`src/rtl/mem_arbiter.sv`:
```
// mem_arbiter: round-robin fetch/data arbiter that sequences one variable-latency
// memory transaction at a time and returns a done pulse with read data to the winner.
module mem_arbiter #(
    parameter int AW = 32,
    parameter int DW = 32,
    parameter int TIMEOUT = 16
) (
    input  logic          clk,
    input  logic          rst,
    input  logic          if_req,
    input  logic [AW-1:0] if_addr,
    output logic [DW-1:0] if_rdata,
    output logic          if_done,
    input  logic          d_req,
    input  logic          d_we,
    input  logic [3:0]    d_be,
    input  logic [AW-1:0] d_addr,
    input  logic [DW-1:0] d_wdata,
    output logic [DW-1:0] d_rdata,
    output logic          d_done,
    output logic          m_en,
    output logic          m_we,
    output logic [3:0]    m_be,
    output logic [AW-1:0] m_addr,
    output logic [DW-1:0] m_wdata,
    input  logic [DW-1:0] m_rdata,
    input  logic          m_ack,
    output logic          grant,
    output logic          err
);
    typedef enum logic [1:0] {IDLE, BUSY, DONE} state_t;
    state_t state, state_n;
    logic last, last_n, grant_n, m_en_n, m_we_n, if_done_n, d_done_n, err_n;
    logic [3:0] m_be_n;
    logic [AW-1:0] m_addr_n;
    logic [DW-1:0] m_wdata_n, if_rdata_n, d_rdata_n;
    logic [7:0] cnt, cnt_n;
    logic go, win, fin;

    always_ff @(posedge clk) begin
        if (rst) begin
            state    <= IDLE;
            last     <= 1'b0;
            grant    <= 1'b0;
            cnt      <= '0;
            m_en     <= 1'b0;
            m_we     <= 1'b0;
            m_be     <= '0;
            m_addr   <= '0;
            m_wdata  <= '0;
            if_done  <= 1'b0;
            d_done   <= 1'b0;
            if_rdata <= '0;
            d_rdata  <= '0;
            err      <= 1'b0;
        end else begin
            state    <= state_n;
            last     <= last_n;
            grant    <= grant_n;
            cnt      <= cnt_n;
            m_en     <= m_en_n;
            m_we     <= m_we_n;
            m_be     <= m_be_n;
            m_addr   <= m_addr_n;
            m_wdata  <= m_wdata_n;
            if_done  <= if_done_n;
            d_done   <= d_done_n;
            if_rdata <= if_rdata_n;
            d_rdata  <= d_rdata_n;
            err      <= err_n;
        end
    end

    always_comb begin
        fin = state == BUSY && (m_ack || cnt == 8'(TIMEOUT - 1));
        // in DONE the requester just served still holds req, so only the other one may win
        go = state == IDLE ? (if_req || d_req) : (state == DONE && (grant ? if_req : d_req));
        win = state == IDLE ? (d_req && (!if_req || !last)) : !grant;
        state_n    = state;
        last_n     = last;
        grant_n    = grant;
        cnt_n      = state == BUSY ? cnt + 8'd1 : cnt;
        m_en_n     = m_en;
        m_we_n     = m_we;
        m_be_n     = m_be;
        m_addr_n   = m_addr;
        m_wdata_n  = m_wdata;
        if_done_n  = 1'b0;
        d_done_n   = 1'b0;
        if_rdata_n = if_rdata;
        d_rdata_n  = d_rdata;
        err_n      = 1'b0;
        if (fin) begin
            state_n   = DONE;
            m_en_n    = 1'b0;
            m_we_n    = 1'b0;
            m_be_n    = '0;
            if_done_n = !grant;
            d_done_n  = grant;
            err_n     = !m_ack;
            if (grant) d_rdata_n = m_ack ? m_rdata : '0;
            else if_rdata_n = m_ack ? m_rdata : '0;
        end else if (go) begin
            state_n   = BUSY;
            last_n    = win;
            grant_n   = win;
            cnt_n     = '0;
            m_en_n    = 1'b1;
            m_we_n    = win && d_we;
            m_be_n    = win ? d_be : 4'hF;
            m_addr_n  = win ? d_addr : if_addr;
            m_wdata_n = win ? d_wdata : '0;
        end else if (state == DONE) begin
            state_n = IDLE;
        end
    end
endmodule

```
`config.mk`:
```
export PLATFORM = sky130hd
export DESIGN_NAME = mem_arbiter
export DESIGN_NICKNAME = d
export VERILOG_FILES = /design/src/rtl/mem_arbiter.sv
export SDC_FILE = /design/constraint.sdc
export NUM_CORES = 1
export LEC_CHECK = 0
export ABC_AREA = 1
export BUFFER_PORTS_ARGS = -buffer_cell sky130_fd_sc_hd__buf_2
export CAP_MARGIN = 40
export CORE_MARGIN = 5
export CORE_UTILIZATION = 50
export CTS_CLUSTER_SIZE = 20
export DETAILED_ROUTE_END_ITERATION = 6
export HOLD_SLACK_MARGIN = 0.08
export PLACE_DENSITY_LB_ADDON = 0.12
export SYNTH_ARGS = -nofsm -noshare
export SYNTH_HDL_FRONTEND = slang
export SYNTH_SLANG_ARGS = --single-unit
```
`constraint.sdc`:
```
create_clock -name clk -period 2.55 [get_ports clk]
set_input_delay 0.51 -clock clk [delete_from_list [all_inputs] [get_ports clk]]
set_output_delay 0.51 -clock clk [all_outputs]
set_load 0.01 [all_outputs]
```
[Word-level counts from Yosys, hierarchy flattened]
Index checks and enable logic that the tools add are counted.
Operators by class
  $add $sub $neg: 1
  eq/ne operators: 3
  mux-type cells: 13
  bitwise logic cells: 2
  reduce and logical (&&, ||, !) cells: 18
Operators with widths (count)
  32-bit 2-to-1 mux: 3
  8-bit 2-to-1 mux: 3
  8-bit by 1-bit adder with 8-bit output, second input constant: 1
  8-bit by 4-bit == test with 1-bit output, second input constant: 1
  2-bit 2-to-1 mux: 3
  2-bit AND reduction: 3
  1-bit logical AND: 4
  4-bit 2-to-1 mux: 1
  2-bit OR reduction: 2
  1-bit zero test: 3
  1-bit logical OR: 3
  1-bit 2-to-1 mux: 3
  3-bit nonzero test: 1
  2-bit by 1-bit == test with 1-bit output, second input constant: 1
  2-bit == test, second input constant: 1
  2-bit zero test: 1
  1-bit NOT: 2
  2-bit nonzero test: 1
Storage, ports and cells
  bits in registers: 148
  bits of input ports: 138
  output and inout bits: 138
  logic and storage cells: 51

[Longest topological paths before layout]
Gate-level depths: netlist of the first run.
  depth in word-level cells: 5
  depth in mapped cells: 11
  depth with buffers taken out: 9

[Worst setup path after synthesis of the first run]
Ideal clock, no wire load.
  kind: input to register
  start point: input port m_ack
  end point: register if_rdata[30]
  setup time: 0.113 ns
  data arrival time: 1.485 ns
  data required time: 2.437 ns
  setup slack: 0.952 ns
  cell stages on the path: 8
  buffers on the path: 4
  path through: clkbuf_1 > o21bai_1 > buf_4 > nand3_2 > buf_6 > buf_6 > nor2_1 > nor2_1
On the way
  cells in the longest elaborated chain, start to end: 3
  elaborated cells on any way between the ends: 4
  classes of those cells: mux: 1; reduce/logical: 3
RTL lines
  from (decl): line 27  | input logic m_ack,
  1-bit logical OR: line 75  | fin = state == BUSY && (m_ack || cnt == 8'(TIMEOUT - 1));
  1-bit logical AND: line 75
  2-bit AND reduction (no line)
  to (signal assigned): line 68  | if_rdata <= if_rdata_n;
  to (decl): line 12  | output logic [DW-1:0] if_rdata,
Several ways; a longest one is shown, not always the timed one.
A chain may end at the register's enable or synchronous reset.

[Worst setup path after layout of the first run]
  start point: register last
  end point: register m_wdata[10]
On the way
  cells in the longest elaborated chain, start to end: 5
  elaborated cells on any way between the ends: 9
  classes of those cells: mux: 4; reduce/logical: 5
RTL lines
  from (decl): line 33  | logic last, last_n, grant_n, m_en_n, m_we_n, if_done_n, d_done_n, err_n;
  from (signal assigned): line 58  | last <= last_n;
  1-bit zero test
  1-bit logical OR: line 78  | win = state == IDLE ? (d_req && (!if_req || !last)) : !grant;
  1-bit logical AND: line 78
  1-bit 2-to-1 mux: line 78
  32-bit 2-to-1 mux: line 112  | m_wdata_n = win ? d_wdata : '0;
  to (signal assigned): line 65  | m_wdata <= m_wdata_n;
  to (decl): line 25  | output logic [DW-1:0] m_wdata,
Several ways; a longest one is shown, not always the timed one.

==> results.md, run 1 <==
- The total power divided by cell area is between 700 and 800 mW/mm2.
- The worst max-slew margin expressed relative to the limit is between 50 and 60%.
- The die height is about 130 um.
- The tree is rooted in a clkbuf_16.
- By instance count, the leading cell after synthesis is nand2_1.
- The class of the tightest hold or removal check is input pin to flip-flop.
- The starting density of the core is 50.72%.
- The type of the setup path with the least slack is flip-flop to flip-flop.
- The area share of the largest cell type after synthesis is around 44%.
- The sort of element at the end of the critical path is a flip-flop.
- The fraction of layout cells with a size suffix above 1 is around a quarter.
- Dividing the detail-routed wire length by the instance count gives 12.41 um.
- The number of max-cap violations is 0.
- The total half-perimeter wirelength after legalization and detailed placement is 12740 um.
- The total count of hold-check failures in the final report is 0.
- At the end of the flow, the number of nets in the layout was ~1400.
- The worst setup path is launched from a flip-flop.
- The number of storage elements in the synthesis netlist is around 150.
- Ranked by instance count, the synthesized netlist is headed by 316 x nand2_1, 218 x inv_1, 148 x dfxtp_1, 102 x nor2_1, 74 x nand3_1.
- After synthesis, the cell types taking the most area are dfxtp_1 44%, nand2_1 18%, inv_1 12%, nor2_1 5.7%, nand3_1 5.6%.
- The area growth from synthesis to layout is 30.27%.
- Once the clock tree was built, the setup fixing pass inserted 0 buffers.
- The data arrival at the endpoint of the critical path is between 2 and 2.5 ns.
- The tightest hold margin is 0.3264 ns.
- Entering global routing, the biggest net connects between 50 and 60 pins.
- The run finished with clean final reports.
- The weighted congestion at the end of routability-driven global placement is ~0.81.
- The maximum count of clock buffers along a single path is 2.
- The area of the placeable core is roughly 0.013 mm2.
- The final setup skew is around 0.0076 ns.
- The initial detailed-routing violation count is between 400 and 500.
- The first-pass iteration count of the detailed router is 4.
- For this design the top-level I/O count stands at between 200 and 300.
- The post-synthesis area per instance is around 6.5 um2.
- The TritonCTS sink count is ~150.
- The first global-routing pass estimated 29000 um of wire.
- Along the worst path, the maximum fanout reaches 33.
- The number of nets produced by synthesis is roughly 1200.
- The site row count is 42.
- The final antenna-violating net count is 0.
- The CTS tree is done.
- The H-tree depth reported by CTS is 4.
- Buffers placed on the I/O ports in this run total approximately 280.
- The count of unique library cells instantiated by Yosys is 24.
- The final max-slew violation count was 0.
- IR analysis of the VDD net gives a maximum drop of between 0.0004 and 0.0005 V.
- For the pin with the worst max-slew slack, the measured transition is approximately 0.63 ns.
- The share of the Yosys chip area taken by registers is between 40% and 50%.
- The number of global-route vias before repair is about 6000.
- For the worst-skew pair, the clock arrives at the later sink with an insertion delay of around 0.42 ns.
- Summing over every cut layer, the via total after detailed routing is about 6600.
- After synthesis the cells add up to roughly 0.0067 mm2.
- In the synthesized netlist the async set-or-reset flop fraction comes to 0%.
- The floorplan step defined a die boundary enclosing 0.01574 mm2.
- The total clock buffers created by CTS is 17.
- In the synthesized netlist the dominant register cell turns out to be dfxtp_1.
- The sum of negative setup slack is 0 ns.
- The number of instances in the synthesized netlist is just over 1000.
- The total overflow left after global routing is 0.
- The completed layout was analyzed and its total power is approximately 6.7 mW.
- In the routed layout, each cell is associated on average with a via count of around 4.5.
- The most area-hungry cell type in the Yosys netlist is dfxtp_1.
- In this run the horizontal extent of the chip is about 130 um.
- During synthesis, Yosys emitted a total of 0 warnings.
- Setup repair after global routing left no endpoint under its margin.
- The shortest clock period the worst path allows after layout is about 1.9 ns.
- Clock-pin slew was measured on the worst setup and hold paths at 0.06 ns.
- The portion of the clock cycle consumed by the worst path in the final layout is between 70% and 80%.
- Summed over all cells, the static leakage comes to between 5 and 6 nW.
- For this design, the CTS-stage hold fixing added 0 buffers.
- At the worst endpoint, the required time is approximately 2.9 ns.
- After detailed routing, the number of remaining DRC violations is 0.
- In the global route stage, overall resource usage came out at about 22%.
- The number of flops mapped to enable cells by yosys is 0.
- The final core area utilization is around two thirds.
- The initial antenna violation count is 0.
- For this block, the routed nets add up to around 18000 um of wire.
- Setup violations remaining at the end of the flow were counted as 0.
- The fmax is between 500 and 600 MHz.
- The post-cts gate resize count is 0.
per-layer routing:
layer | wire, um | GRT usage (%) | up-vias | part of all wire (%)
met2 | 8643 | 37.35 | 221 | 48
met5 | 0 | 0 | - | 0
met1 | 7574 | 26.48 | 2873 | 42
met4 | 367 | 8.482 | 0 | 2.0
li1 | - | - | 3520 | -
met3 | 1552 | 8.230 | 25 | 8.6
sequential cells by signal, indices dropped and copies added, names as in the netlist:
name and count:
if_rdata 32, m_be 4, if_done 1, m_wdata 32, last 1, err 1, state 2, cnt 8
m_we 1, m_en 1, m_addr 32, d_done 1, d_rdata 32
power breakdown:
group | leakage, nW | internal [mW] | total (mW) | switching [mW]
Sequential | 1.21 | 2.54 | 2.65 | 0.113
Combinational | 3.64 | 0.493 | 1.36 | 0.865
Clock | 0.303 | 1.75 | 2.68 | 0.934
cell families (layout without fill, tap and decap cells):
group	count (synthesis)	in the layout	synth area share, %
other	0	1	0
buffers and inverters	280	542	17.29
XOR/XNOR	4	4	0.5258
adder cells (fa/ha/maj)	1	1	0.1877
flip-flops	148	148	44.46
AND/OR/NAND/NOR	540	540	33.70
AO/OA/AOI/OAI	50	50	3.830
stage by stage:
stage	cell area, um2	worst slack (ns)	cells
detailed placement	8048	0.6274	1430
CTS	8678	0.6354	1461
floorplan	6664	0.9521	1023
finish	8681	0.6030	1462
global placement	8048	0.6698	1430
global route	8678	0.4207	1461
area by class of cell:
type / instances / area (um2)
tap: 176 / 220.2
antenna: 1 / 2.502
multi-input combinational: 595 / 2557
sequential: 148 / 2963
clock buffer: 21 / 450.4
timing repair buffer: 287 / 1466
clock inverter: 10 / 180.2
inverter: 224 / 840.8
fill: 1270 / 4457
cell usage in the layout, fill, tap and decap left out, types with 2 or more instances in the layout:
cell type / synthesis / routed
clkbuf_1: 12 / 3
clkinvlp_4: 0 / 2
nand4_1: 34 / 34
clkbuf_16: 0 / 17
nand3_2: 2 / 3
buf_4: 8 / 12
nor2_1: 102 / 102
clkinv_2: 0 / 3
nand2_1: 316 / 316
bufinv_16: 0 / 5
nor2_2: 9 / 9
dfxtp_1: 148 / 148
buf_2: 21 / 275
inv_1: 218 / 218
nand2_2: 2 / 2
inv_2: 6 / 6
a21oi_1: 9 / 9
xor2_1: 3 / 3
nand3_1: 74 / 73
o21ai_1: 15 / 15
o21ai_0: 24 / 24
critical path, stage by stage, from the launching register on:
cell	delay [ns]
dfxtp_1	0.34
buf_4	0.26
nand2_1	0.11
nand2_1	0.08
nand3_1	0.07
nand2_2	0.12
nand3_2	0.49
o21ai_0	0.37
worst paths after layout:
| path | startpoint | cells after the start | slack [ns] | end |
|---|---|---|---|---|
| hold / removal | d_wdata[18] | 3 | 0.33 | m_wdata[18] |
| hold reg to reg | m_wdata[25] | 2 | 0.46 | m_wdata[25] |
| setup reg to reg | last | 7 | 0.60 | m_wdata[10] |
| setup / recovery | last | 7 | 0.60 | m_wdata[10] |
Note: power is estimated with default switching activity, not from simulation.
==> inputs of run 2 (changes only) <==
--- a/config.mk
+++ b/config.mk
@@ -9,7 +9,7 @@
 export BUFFER_PORTS_ARGS = -buffer_cell sky130_fd_sc_hd__buf_2
 export CAP_MARGIN = 40
 export CORE_MARGIN = 5
-export CORE_UTILIZATION = 50
+export CORE_UTILIZATION = 44
 export CTS_CLUSTER_SIZE = 20
 export DETAILED_ROUTE_END_ITERATION = 6
 export HOLD_SLACK_MARGIN = 0.08
==> constraint.sdc (replaced) <==
create_clock -name clk -period 1.6 [get_ports clk]
set_input_delay 0.32 -clock clk [delete_from_list [all_inputs] [get_ports clk]]
set_output_delay 0.32 -clock clk [all_outputs]
set_load 0.01 [all_outputs]
==> run 2 against run 1 <==
Non-clock buffer count increased by 13. Wire length increased by 1.6%. Clock skew increased by 0.0018 ns. Cell count increased by 1.7%. Via count decreased by 0.99%. Register-to-register slack got worse by 0.50 ns. Sequential share of layout area decreased by 0.67 points. Largest cell class unchanged. Hold slack got worse by 0.19 ns. Cell area increased by 2.1%. Critical path depth decreased by 5. Critical endpoint is now grant. Worst setup slack got worse by 0.51 ns.
==> results.md, run 2 (synthesized netlist as in run 1, its figures left out) <==
- For this configuration, the core starts out at a cell density of between 40% and 50%.
- Of the total power, the share spent switching nets is about 30%.
- The shortest clock period the worst path allows after layout is 1.505 ns.
- In this run the worst hold path is classified as input pin to flip-flop.
- The layout-stage area growth over the synthesis result is 32.97%.
- Among cell families on the critical path, the largest total delay comes from buffers and inverters.
- In this run the deepest clock path goes through 2 buffers.
- The routed length on met3 is 1802 um.
- The final cell count without fillers is 1487.
- The proportion of power drawn by the clock network is between 30% and 40%.
- The die span in x is about 130 um.
- The run finished with clean final reports.
- The number of nets in the layout is 1425.
- The CTS tree is done.
- The worst hold path begins at d_wdata[14].
- The area occupied by multi-input gates is 0.002567 mm2.
- The worst flop-to-flop path endpoint is m_be[2].
- The depth of the worst register-to-register path is 9.
- The final core area utilization is between 50% and 60%.
- The detailed-routing wirelength on met1 is 7948 um.
- The fraction of layout cells with a size suffix above 1 is 27.12%.
- The floorplan step defined a core boundary enclosing between 0.015 and 0.02 mm2.
- The total routed wirelength is roughly 18000 um.
- The site row count is 45.
- The first-pass iteration count of the detailed router is 4.
- For the pin with the worst max-slew slack, the measured transition is ~0.39 ns.
- The routed via count is 6573.
- The cell count after placement is 1453.
- The number of max-cap violations is 0.
- The sum of internal, switching and leakage power is roughly 10 mW.
- The total power divided by cell area is 1150 mW/mm2.
- The final max-slew violation count is 0.
- Counting instances, the worst hold path has a depth of 3.
- The path with the worst hold slack has its endpoint at m_wdata[14].
- The via density per instance is around 4.4.
- The launch point of the worst reg-to-reg path is cnt[1].
- The cell internal power dissipation is about 7.2 mW.
- Entering global routing, the biggest net connects 50 pins.
- The initial antenna violation count was 1.
- The clock latency at the later pin of the worst-skew pair is 0.41 ns.
- The sort of element at the end of the critical path is an output pin.
- The number of global-route vias before repair came to a little under 6000.
- The number of primary I/O pins is approximately 280.
- The data arrival at the endpoint of the critical path is 1.19 ns.
- The total leakage power is 5.233 nW.
- The highest net fanout along the worst path is 19.
- In the final routed layout, each cell accounts on average for 12.39 um.
- The root buffer cell chosen for the clock tree is clkbuf_16.
- The detailed router finished its first iteration with between 300 and 400 violations.
- The count of buffers added on input and output ports is around 280.
- The uppermost layer routed is met5.
- TritonCTS created 17 clock buffers.
- The fmax is between 600 and 700 MHz.
- After legalization and detailed placement, the total HPWL measured about 13000 um.
- The total track usage is roughly a fifth.
- The total count of hold-check failures in the final report is 0.
- After global routing the overflow that remains totals 0.
- The die height is between 100 and 150 um.
- The net load switching power is about 3 mW.
- CTS built an H-tree with a depth of 4.
- In this run the register-to-register setup slack is 0.10 ns.
- In the detailed route, the total length drawn on met2 is between 8000 and 9000 um.
- The sum of buffers and inverters on the critical path is 2.
- Leaving out fill and tap cells, the most frequent cell in the layout is nand2_1.
- The type of origin of the critical path is a flip-flop.
- The peak supply drop is roughly 0.0007 V.
- Combinational logic burns 22.7% of the power.
- Headroom to the max-slew limit came out at between 70 and 80%.
- Walking the worst path, the cells encountered are buf_6 -> buf_2.
- The sequential cells in the finished layout cover a total of between 0.002 and 0.003 mm2.
- The first global-routing pass estimated between 20000 and 30000 um of wire.
- The highest cell delay on the worst timing path is around 0.38 ns.
- Leaving out fill and tap cells, the most frequent cells in the layout are 316 x nand2_1, 275 x buf_2, 218 x inv_1.
- Registers are responsible for about two fifths of the overall power.
- The TritonCTS sink count is 148.
- Across the routed clock network, the largest skew measured is approximately 0.0094 ns.
- The final antenna-violating net count is 0.
- The required time reported for the critical path endpoint is 1.28 ns.
- The total die area is ~0.018 mm2.
- The portion of the clock cycle consumed by the worst path in the final layout is 94.08%.
- The filler cells instantiated in the layout total roughly 1500.
- The type of the setup path with the least slack is flip-flop to output pin.
- The weighted congestion at the end of routability-driven global placement is roughly 0.78.
- Setup violations remaining at the end of the flow were counted as 0.
- After clock tree synthesis, the clock-pin slew on the worst setup and hold paths is 0.06 ns.
- The slowest stage of the critical path is the dfxtp_1 cell.
- For this run, design rule violations remaining after detail routing come to 0.
[run 2: cell count changes in the layout (fill, tap and decap cells not counted), sizes merged]
cell | before | now
clkinvlp | 2 | 1
bufinv | 5 | 1
clkbuf | 21 | 23
buf | 287 | 299
clkinv | 3 | 7
[run 2: power by group through the flow]
stage	registers [mW]	logic, mW	clock network (mW)
4_1_cts	4.23	2.32	3.76
3_3_place_gp	4.30	2.30	0
6_report	4.23	2.31	3.65
5_1_grt	4.27	2.61	3.93
3_5_place_dp	4.30	2.31	0
2_1_floorplan	4.46	1.25	0
[run 2: how the worst max path moves through the flow]
stage	startpoint	cells after the start	slack, ns	to
after global placement	cnt[0]	7	0.04	d_rdata[19]
after CTS	cnt[1]	7	0.002	d_rdata[9]
after detailed placement	cnt[1]	7	0.01	d_rdata[9]
after global routing	cnt[1]	9	-0.002	m_be[1]
final	last	2	0.09	grant
after floorplan	cnt[0]	9	0.09	if_rdata[30]
[run 2: cell type report]
cell class | count | area share [%]
flip-flops and latches | 148 | 33.47
multi-input cells | 595 | 28.97
repair buffers | 300 | 19.20
inverters | 224 | 9.531
clock buffers | 22 | 5.239
well taps | 188 | 2.655
clock inverters | 9 | 0.9037
diodes | 1 | 0.02824
[run 2: tightest hold or removal path, stage by stage]
cell and delay, ns:
buf_2 0.09, inv_1 0.04, o21ai_1 0.05
[run 2: repair_timing]
action,CTS,global route
hold buffers,0,0
gates resized for setup,0,7
setup endpoints to repair,0,72
buffers inserted,0,1
[run 2: through the flow]
step | cell area (um2) | worst slack (ns) | hold WS [ns] | setup TNS, ns
2_1_floorplan | 6664 | 0.09148 | 0.3924 | 0
6_report | 8861 | 0.09465 | 0.1407 | 0
3_3_place_gp | 8259 | 0.04194 | 0.4352 | 0
5_1_grt | 8859 | -0.002222 | 0.1237 | -0.002222
4_1_cts | 8803 | 0.002130 | 0.1216 | 0
3_5_place_dp | 8259 | 0.01131 | 0.4444 | 0
[run 2: metal layers]
metal  track usage (%)  vias to the layer above
met2             31.88                      221
met4             5.370                        2
met3             9.202                       19
li1                  -                     3553
met1             25.22                     2778
met5                 0                        -
